--- src/rtl/pix_capture_ctrl_pkg.sv ---
// Shared definitions for the pixel capture controller: RAMController command
// codes, FSM state encoding and helpers for frame/counter sizing.
package pix_capture_ctrl_pkg;

  // RAMController command codes driven on ramctrl_cmd
  localparam logic [1:0] RAMController_Cmd_None  = 2'd0;
  localparam logic [1:0] RAMController_Cmd_Write = 2'd1;

  // Capture FSM states; Idle is encoded 0 so a reset debug view reads all zero
  typedef enum logic [2:0] {
    ST_IDLE       = 3'd0,
    ST_CMD        = 3'd1,
    ST_WAIT_READY = 3'd2,
    ST_ARM        = 3'd3,
    ST_COPY       = 3'd4,
    ST_TAIL       = 3'd5
  } state_t;

  // Words in one frame
  function automatic int frame_words(input int width, input int height);
    return width * height;
  endfunction

  // Register width able to hold values 0..max_val inclusive
  function automatic int reg_width(input int max_val);
    return $clog2(max_val + 1);
  endfunction

endpackage

--- src/rtl/pix_capture_ctrl_if.sv ---
// FIFO read port plus RAMController write port seen by the capture controller.
// Handshakes:
//   FIFO  : a word is popped on a clock edge where fifo_rok && fifo_rtrigger.
//   RAM   : a word is written on a clock edge where ramctrl_write_trigger &&
//           ramctrl_write_ready; trigger and data hold until that edge.
//   ramctrl_write_done is a 1-cycle pulse when the RAM block is finished.
interface pix_capture_ctrl_if #(
  parameter int DataWidth = 16
) ();

  logic                 fifo_rok;
  logic [DataWidth-1:0] fifo_rdata;
  logic                 fifo_rtrigger;
  logic [1:0]           ramctrl_cmd;
  logic [2:0]           ramctrl_cmd_block;
  logic                 ramctrl_write_ready;
  logic                 ramctrl_write_trigger;
  logic [DataWidth-1:0] ramctrl_write_data;
  logic                 ramctrl_write_done;

  // Controller side
  modport master (
    input  fifo_rok, fifo_rdata, ramctrl_write_ready, ramctrl_write_done,
    output fifo_rtrigger, ramctrl_cmd, ramctrl_cmd_block,
           ramctrl_write_trigger, ramctrl_write_data
  );

  // FIFO / RAMController side
  modport slave (
    output fifo_rok, fifo_rdata, ramctrl_write_ready, ramctrl_write_done,
    input  fifo_rtrigger, ramctrl_cmd, ramctrl_cmd_block,
           ramctrl_write_trigger, ramctrl_write_data
  );

endinterface

--- src/rtl/pix_capture_ctrl_stats.sv ---
// Running sum/max of popped pixel words. The running values restart when a
// frame is armed; the published copy is refreshed once per completed frame.
module pix_capture_stats #(
  parameter int DataWidth = 16
) (
  input  logic                 clk,
  input  logic                 rst,
  input  logic                 clear_i,
  input  logic                 pop_i,
  input  logic [DataWidth-1:0] data_i,
  input  logic                 publish_i,
  output logic [39:0]          stat_sum_o,
  output logic [DataWidth-1:0] stat_max_o
);

  logic [39:0]          sum_q, sum_d;
  logic [DataWidth-1:0] max_q, max_d;
  logic [39:0]          pub_sum_q;
  logic [DataWidth-1:0] pub_max_q;

  // Next running values: clear on arm, accumulate on every pop
  always_comb begin
    sum_d = sum_q;
    max_d = max_q;
    if (clear_i) begin
      sum_d = '0;
      max_d = '0;
    end else if (pop_i) begin
      sum_d = sum_q + 40'(data_i);
      if (data_i > max_q) max_d = data_i;
    end
  end

  // Running accumulators and published copy
  always_ff @(posedge clk or posedge rst) begin
    if (rst) begin
      sum_q     <= '0;
      max_q     <= '0;
      pub_sum_q <= '0;
      pub_max_q <= '0;
    end else begin
      sum_q <= sum_d;
      max_q <= max_d;
      if (publish_i) begin
        pub_sum_q <= sum_q;
        pub_max_q <= max_q;
      end
    end
  end

  assign stat_sum_o = pub_sum_q;
  assign stat_max_o = pub_max_q;

endmodule

--- src/rtl/pix_capture_ctrl.sv ---
// Pixel capture controller: copies FIFO words into a RAMController block, one
// frame per block, single-shot or as a continuous ring of blocks. Counts words
// per frame and flags short frames and words arriving after the frame ends.
// Optional build macro PIX_CAPTURE_STATS_EN adds stat_sum/stat_max outputs.
module pix_capture_ctrl
  import pix_capture_ctrl_pkg::*;
#(
  parameter int DataWidth   = 16,
  parameter int ImageWidth  = 2304,
  parameter int ImageHeight = 1296,
  parameter int BlockCount  = 8,
  parameter int TailCycles  = 16
) (
  input  logic                 clk,
  input  logic                 rst,
  input  logic                 cmd_trigger,
  input  logic                 cmd_mode,
  input  logic [2:0]           cmd_block,
  input  logic                 cmd_stop,
  output logic                 capture_start,
  pix_capture_ctrl_if.master   bus,
  output logic                 busy,
  output logic                 frame_done,
  output logic [2:0]           frame_block,
  output logic                 err_short,
  output logic                 err_extra,
  output state_t               dbg_state
`ifdef PIX_CAPTURE_STATS_EN
  ,
  output logic [39:0]          stat_sum,
  output logic [DataWidth-1:0] stat_max
`endif
);

  localparam int FrameWords = frame_words(ImageWidth, ImageHeight);
  localparam int RegWidth   = reg_width(FrameWords);
  localparam int TailWidth  = reg_width(TailCycles);

  localparam logic [RegWidth-1:0]  FrameCnt = RegWidth'(FrameWords);
  localparam logic [TailWidth-1:0] TailLast = TailWidth'(TailCycles - 1);
  localparam logic [2:0]           BlockWrap = 3'(BlockCount);

  state_t               state_q, state_d;
  logic                 mode_q, mode_d;
  logic [2:0]           block_q, block_d;
  logic                 stop_q, stop_d;
  logic                 busy_q, busy_d;
  logic                 cap_q, cap_d;
  logic                 wr_trig_q, wr_trig_d;
  logic [DataWidth-1:0] wr_data_q, wr_data_d;
  logic [RegWidth-1:0]  count_q, count_d;
  logic [TailWidth-1:0] tail_q, tail_d;
  logic                 fdone_q, fdone_d;
  logic [2:0]           fblock_q, fblock_d;
  logic                 err_short_q, err_short_d;
  logic                 err_extra_q, err_extra_d;

  logic [1:0]           cmd_c;
  logic                 rtrig_c;
  logic [2:0]           blk_inc;
  logic [2:0]           blk_next;

  // Next ring block, wrapping at BlockCount in 3-bit arithmetic
  always_comb begin
    blk_inc  = block_q + 3'd1;
    blk_next = (blk_inc == BlockWrap) ? 3'd0 : blk_inc;
  end

  // FSM next state, datapath next values and combinational outputs
  always_comb begin
    state_d     = state_q;
    mode_d      = mode_q;
    block_d     = block_q;
    stop_d      = stop_q;
    busy_d      = busy_q;
    cap_d       = cap_q;
    wr_trig_d   = wr_trig_q;
    wr_data_d   = wr_data_q;
    count_d     = count_q;
    tail_d      = tail_q;
    fdone_d     = 1'b0;
    fblock_d    = fblock_q;
    err_short_d = err_short_q;
    err_extra_d = err_extra_q;
    cmd_c       = RAMController_Cmd_None;
    rtrig_c     = 1'b0;

    // A stop request only matters for a running continuous capture
    if (busy_q && mode_q && cmd_stop) stop_d = 1'b1;

    case (state_q)
      ST_IDLE: begin
        if (cmd_trigger) begin
          mode_d      = cmd_mode;
          block_d     = cmd_block;
          stop_d      = 1'b0;
          err_short_d = 1'b0;
          err_extra_d = 1'b0;
          busy_d      = 1'b1;
          state_d     = ST_CMD;
        end
      end
      ST_CMD: begin
        cmd_c   = RAMController_Cmd_Write;
        state_d = ST_WAIT_READY;
      end
      ST_WAIT_READY: begin
        if (bus.ramctrl_write_ready) state_d = ST_ARM;
      end
      ST_ARM: begin
        cap_d   = ~cap_q;
        count_d = '0;
        state_d = ST_COPY;
      end
      ST_COPY: begin
        if (bus.ramctrl_write_done) begin
          // The block is closed: nothing is popped in this cycle, so any word
          // showing up now is left in the FIFO for the tail check.
          fdone_d   = 1'b1;
          fblock_d  = block_q;
          wr_trig_d = 1'b0;
          tail_d    = '0;
          if (count_q < FrameCnt) err_short_d = 1'b1;
          state_d   = ST_TAIL;
        end else begin
          rtrig_c = !wr_trig_q || bus.ramctrl_write_ready;
          if (bus.fifo_rok && rtrig_c) begin
            wr_data_d = bus.fifo_rdata;
            wr_trig_d = 1'b1;
            if (count_q != FrameCnt) count_d = count_q + RegWidth'(1);
          end else if (wr_trig_q && bus.ramctrl_write_ready) begin
            wr_trig_d = 1'b0;
          end
        end
      end
      ST_TAIL: begin
        if (bus.fifo_rok) err_extra_d = 1'b1;
        if (tail_q == TailLast) begin
          if (mode_q && !stop_q) begin
            block_d = blk_next;
            state_d = ST_CMD;
          end else begin
            busy_d  = 1'b0;
            stop_d  = 1'b0;
            state_d = ST_IDLE;
          end
        end else begin
          tail_d = tail_q + TailWidth'(1);
        end
      end
      default: state_d = ST_IDLE;
    endcase
  end

  // State and datapath registers
  always_ff @(posedge clk or posedge rst) begin
    if (rst) begin
      state_q     <= ST_IDLE;
      mode_q      <= 1'b0;
      block_q     <= '0;
      stop_q      <= 1'b0;
      busy_q      <= 1'b0;
      cap_q       <= 1'b0;
      wr_trig_q   <= 1'b0;
      wr_data_q   <= '0;
      count_q     <= '0;
      tail_q      <= '0;
      fdone_q     <= 1'b0;
      fblock_q    <= '0;
      err_short_q <= 1'b0;
      err_extra_q <= 1'b0;
    end else begin
      state_q     <= state_d;
      mode_q      <= mode_d;
      block_q     <= block_d;
      stop_q      <= stop_d;
      busy_q      <= busy_d;
      cap_q       <= cap_d;
      wr_trig_q   <= wr_trig_d;
      wr_data_q   <= wr_data_d;
      count_q     <= count_d;
      tail_q      <= tail_d;
      fdone_q     <= fdone_d;
      fblock_q    <= fblock_d;
      err_short_q <= err_short_d;
      err_extra_q <= err_extra_d;
    end
  end

  assign bus.fifo_rtrigger         = rtrig_c;
  assign bus.ramctrl_cmd           = cmd_c;
  assign bus.ramctrl_cmd_block     = block_q;
  assign bus.ramctrl_write_trigger = wr_trig_q;
  assign bus.ramctrl_write_data    = wr_data_q;

  assign capture_start = cap_q;
  assign busy          = busy_q;
  assign frame_done    = fdone_q;
  assign frame_block   = fblock_q;
  assign err_short     = err_short_q;
  assign err_extra     = err_extra_q;
  assign dbg_state     = state_q;

`ifdef PIX_CAPTURE_STATS_EN
  logic pop_c;
  assign pop_c = bus.fifo_rok && rtrig_c;

  pix_capture_stats #(
    .DataWidth (DataWidth)
  ) u_stats (
    .clk        (clk),
    .rst        (rst),
    .clear_i    (state_q == ST_ARM),
    .pop_i      (pop_c),
    .data_i     (bus.fifo_rdata),
    .publish_i  (fdone_q),
    .stat_sum_o (stat_sum),
    .stat_max_o (stat_max)
  );
`endif

endmodule
--- src/flat_wrapper.sv ---
// flat-port wrapper written by rule: the top's interface ports become plain ports
module pix_capture_ctrl_flat import pix_capture_ctrl_pkg::*;
#(
  parameter int DataWidth   = 16,
  parameter int ImageWidth  = 2304,
  parameter int ImageHeight = 1296,
  parameter int BlockCount  = 8,
  parameter int TailCycles  = 16
)
  (clk, rst, cmd_trigger, cmd_mode, cmd_block, cmd_stop, capture_start, busy, frame_done, frame_block, err_short, err_extra, dbg_state, bus_fifo_rok, bus_fifo_rdata, bus_ramctrl_write_ready, bus_ramctrl_write_done, bus_fifo_rtrigger, bus_ramctrl_cmd, bus_ramctrl_cmd_block, bus_ramctrl_write_trigger, bus_ramctrl_write_data);
  pix_capture_ctrl_if #(.DataWidth(DataWidth)) bus_i ();
  input  logic clk;
  input  logic rst;
  input  logic cmd_trigger;
  input  logic cmd_mode;
  input  logic [2:0] cmd_block;
  input  logic cmd_stop;
  output logic capture_start;
  output logic busy;
  output logic frame_done;
  output logic [2:0] frame_block;
  output logic err_short;
  output logic err_extra;
  output state_t dbg_state;
  input wire logic [$bits(bus_i.fifo_rok)-1:0] bus_fifo_rok;
  input wire logic [$bits(bus_i.fifo_rdata)-1:0] bus_fifo_rdata;
  input wire logic [$bits(bus_i.ramctrl_write_ready)-1:0] bus_ramctrl_write_ready;
  input wire logic [$bits(bus_i.ramctrl_write_done)-1:0] bus_ramctrl_write_done;
  output wire logic [$bits(bus_i.fifo_rtrigger)-1:0] bus_fifo_rtrigger;
  output wire logic [$bits(bus_i.ramctrl_cmd)-1:0] bus_ramctrl_cmd;
  output wire logic [$bits(bus_i.ramctrl_cmd_block)-1:0] bus_ramctrl_cmd_block;
  output wire logic [$bits(bus_i.ramctrl_write_trigger)-1:0] bus_ramctrl_write_trigger;
  output wire logic [$bits(bus_i.ramctrl_write_data)-1:0] bus_ramctrl_write_data;
  assign bus_i.fifo_rok = bus_fifo_rok;
  assign bus_i.fifo_rdata = bus_fifo_rdata;
  assign bus_i.ramctrl_write_ready = bus_ramctrl_write_ready;
  assign bus_i.ramctrl_write_done = bus_ramctrl_write_done;
  assign bus_fifo_rtrigger = bus_i.fifo_rtrigger;
  assign bus_ramctrl_cmd = bus_i.ramctrl_cmd;
  assign bus_ramctrl_cmd_block = bus_i.ramctrl_cmd_block;
  assign bus_ramctrl_write_trigger = bus_i.ramctrl_write_trigger;
  assign bus_ramctrl_write_data = bus_i.ramctrl_write_data;
  pix_capture_ctrl #(.DataWidth(DataWidth), .ImageWidth(ImageWidth), .ImageHeight(ImageHeight), .BlockCount(BlockCount), .TailCycles(TailCycles)) u_core (.clk(clk), .rst(rst), .cmd_trigger(cmd_trigger), .cmd_mode(cmd_mode), .cmd_block(cmd_block), .cmd_stop(cmd_stop), .capture_start(capture_start), .bus(bus_i), .busy(busy), .frame_done(frame_done), .frame_block(frame_block), .err_short(err_short), .err_extra(err_extra), .dbg_state(dbg_state));
endmodule
--- config.mk ---
export PLATFORM = sky130hd
export DESIGN_NAME = pix_capture_ctrl_flat
export DESIGN_NICKNAME = d
export VERILOG_FILES = /design/src/rtl/pix_capture_ctrl_pkg.sv /design/src/rtl/pix_capture_ctrl_if.sv /design/src/rtl/pix_capture_ctrl_stats.sv /design/src/rtl/pix_capture_ctrl.sv /design/src/flat_wrapper.sv
export SDC_FILE = /design/constraint.sdc
export NUM_CORES = 1
export LEC_CHECK = 0
export CORE_ASPECT_RATIO = 1.25
export CORE_UTILIZATION = 51
export DETAILED_ROUTE_END_ITERATION = 8
export PLACE_DENSITY = 0.78
export SLEW_MARGIN = 20
export SYNTH_ARGS = -nofsm -noshare
export SYNTH_HDL_FRONTEND = slang
export SYNTH_HIERARCHICAL = 1
export SYNTH_SLANG_ARGS = --single-unit
export TNS_END_PERCENT = 30
--- constraint.sdc ---
create_clock -name clk -period 2.9 [get_ports clk]
set_input_delay 0.58 -clock clk [delete_from_list [all_inputs] [get_ports clk]]
set_output_delay 0.58 -clock clk [all_outputs]
set_load 0.01 [all_outputs]
==> key figures <==
Cells and area
  • N_diodes: 0
  • Share of layout cells above drive strength 1: 0.1484
  • Nets@finish: 392
  • Fin cells: 428
  • Fill cell count: 405
  • Area of the multi-input gates: 1406 sq um
  • Layout Area Growth over Synthesis: 31.28%
  • Reg area: 1501 sq um

Timing
  • Post-layout min period: 2.626 ns
  • Measured slew at the worst slew-check pin: 0.8267 ns
  • Max_slew headroom: 0.4438
  • Tcrit/Tclk final: 0.9056
  • Setup TNS Final: 0 ns
  • Setup WS post-layout: 0.2736 ns
  • Maximum clock rate: 380.8 MHz
  • Setup violators final: 0
  • Final Slew Violations: 0
  • Hold Violations, Final: 0
  • Worst Skew: 0.01182 ns
  • Final hold slack: 0.4796 ns
  • Unrepaired setup endpoints after global routing: false

Outcome
  • Status: completed

Synth
  • Synth unique cells: 44
  • Mapped Area: 2980 sq um
  • Syn nets: 324
  • Top post-synthesis cells by area: dfrtp_1 50%, mux2_2 7.6%, nand2_1 4.0%
  • Yosys reg bits: 60
  • Synth cell count leaders: 60 x dfrtp_1, 32 x nand2_1, 24 x nor2_1, 20 x mux2_2
  • Number of flops mapped to enable cells by yosys: 0
  • Post-synth ARST share: 1.000
  • Synth Flop Type: dfrtp_1
  • Cells after synthesis: 291
  • Syn Area/Cell: 10.24 sq um
  • Share of the synthesized area in the top cell type: 0.5038
  • Area leader, netlist: dfrtp_1
  • Post-synthesis sequential area ratio: 0.5038
  • Ys Warns: 6
  • Count leader, synth: dfrtp_1

Detailed routing
  • DRT Wirelength: 6.705 mm
  • Average via count per standard cell: 5.605
  • DRC viols: 0
  • DR WL/cell: 15.67 microns
  • 1st-iter DRT viols: 242
  • Post-route ant nets: 0
  • First-pass detailed-route iteration total: 4
  • Vias: 2399

Setup path
  • Critical Path Max Stage Delay: 0.58 ns
  • Worst EP required: 2.32 ns
  • Crit Path Max Fanout: 5
  • Worst setup EP type: output port
  • Critical Path Source Type: register
  • Critical path class: register to output port
  • Crit path cell chain: or3b_1 > nor3_1 > clkdlybuf4s50_1
  • Slowest CP cell: clkdlybuf4s50_1
  • Critical Path AT: 2.05 ns

Clocking
  • CTS tree: yes
  • # Post-CTS Setup Buffers: 0
  • Post-CTS sizing: 0
  • CTS Buf Count: 9
  • Root buffer cell: clkbuf_8
  • CTS Hold Bufs: 0
  • Clock tree buffer depth: 2
  • H-tree Lvls: 3
  • Clk sinks: 60
  • Skew-Pair Late Insertion Delay: 0.34 ns
  • Clock transition at path regs: 0.08 ns

Placement
  • Hpwl dp: 4.754 mm
  • Worst slack, placed: 0.2703 ns
  • GP Congestion: 0.8477
  • PortBufs: 59
  • # placed instances: 412

Pwr
  • Peak supply drop: 0.0006238 V
  • Total power: 0.003453 W
  • PD cells: 882.7 nW/um^2
  • Pleak: 1.701 nW

GRT
  • Grt ovf: 0
  • Vias in the first global route: 2417
  • Largest net degree at the start of global routing: 47
  • Total GRT Usage: 0.2334
  • Initial antenna violation count: 0
  • Global-route wire length before repair: 11.16 mm

Die
  • Die area: 6156 sq um
  • Cell row count: 30
  • Starting Density: 0.5401
  • I/O pin count: 61
  • Die Ht: 87.47 microns
  • Die width: 70.38 microns
  • Core area: 5518 sq um

Min path
  • HP Class: register to register

Run
  • Maximum Capacitance Violations: 0
==> metal layers <==
metal | routed length, microns | GRT usage
met2 | 3357 | 0.3818
met1 | 2861 | 0.2937
met5 | 0 | 0
met4 | 96 | 0.09273
met3 | 389 | 0.06366
==> flip-flops by register name, summed over array words and instances (netlist names) <==
signal / flops
u_core/count_q: 22
u_core/bus.ramctrl_write_data: 16
u_core/tail_q: 5
u_core/bus.ramctrl_cmd_block: 3
u_core/dbg_state: 3
u_core/frame_block: 3
u_core/bus.ramctrl_write_trigger: 1
u_core/busy: 1
u_core/capture_start: 1
u_core/err_extra: 1
u_core/err_short: 1
u_core/frame_done: 1
u_core/mode_q: 1
u_core/stop_q: 1
==> area by class of cell <==
class / instances / share of cell area
multi-input cells: 211 / 0.3595
inverters: 8 / 0.007675
repair buffers: 69 / 0.1733
well taps: 64 / 0.02047
clock inverters: 6 / 0.02271
clock buffers: 10 / 0.03262
flip-flops and latches: 60 / 0.3838
==> logic make-up (layout without fill, tap and decap cells) <==
family / Yosys count / count (layout) / share of synthesized area
other cells: 1 / 1 / 0.001258
simple gates: 127 / 127 / 0.2288
compound gates: 37 / 37 / 0.07599
xor+xnor: 12 / 12 / 0.03527
fa+ha+maj: 6 / 6 / 0.02519
flops: 60 / 60 / 0.5038
buf+inv: 20 / 93 / 0.02729
mux: 28 / 28 / 0.1024
==> critical path, delay by kind of cell (launching register included) <==
family / cells / cell delay, ns
buf+inv: 1 / 0.58
simple gates: 2 / 0.75
flops: 1 / 0.38
==> report_power, final <==
part	switching (W)	internal (W)
combinational	0.000621	0.000733
clock	0.000346	0.000484
sequential	0.000168	0.00110
total	0.00114	0.00232
==> per-stage QoR <==
step | instance area [sq um] | util
CTS | 3913 | 0.7091
global route | 3913 | 0.7091
detailed placement | 3696 | 0.6698
finish | 3913 | 0.7091
global placement | 3696 | 0.6698
floorplan | 2980 | -
==> final timing paths <==
path                                       from                                end  slack [ns]  cells after the start
max                         u_core/dbg_state[0]                  bus_fifo_rtrigger        0.27                      3
min                        u_core/capture_start               u_core/capture_start        0.48                      1
max reg2reg                 u_core/dbg_state[0]                 u_core/count_q[16]        0.52                      5
min reg2reg                u_core/capture_start               u_core/capture_start        0.48                      1
max in group asynchronous                   rst                   u_core/tail_q[2]        1.83                      3
min in group asynchronous                   rst  u_core/bus.ramctrl_write_data[11]        0.51                      2
==> layout by cell type, fill, tap and decap left out, types with 8 or more instances in the layout <==
cell             synthesis  final
dfrtp_1                 60     60
clkdlybuf4s50_1          0     59
nand2_1                 32     32
nor2_1                  24     24
mux2_2                  20     20
nand3_1                 12     12
o21ai_0                 12     12
a21oi_1                 12     12
clkbuf_8                 0      9
buf_4                    1      9
xnor2_1                  9      9
mux2i_1                  8      8
Power figures use the tool's default switching activity.
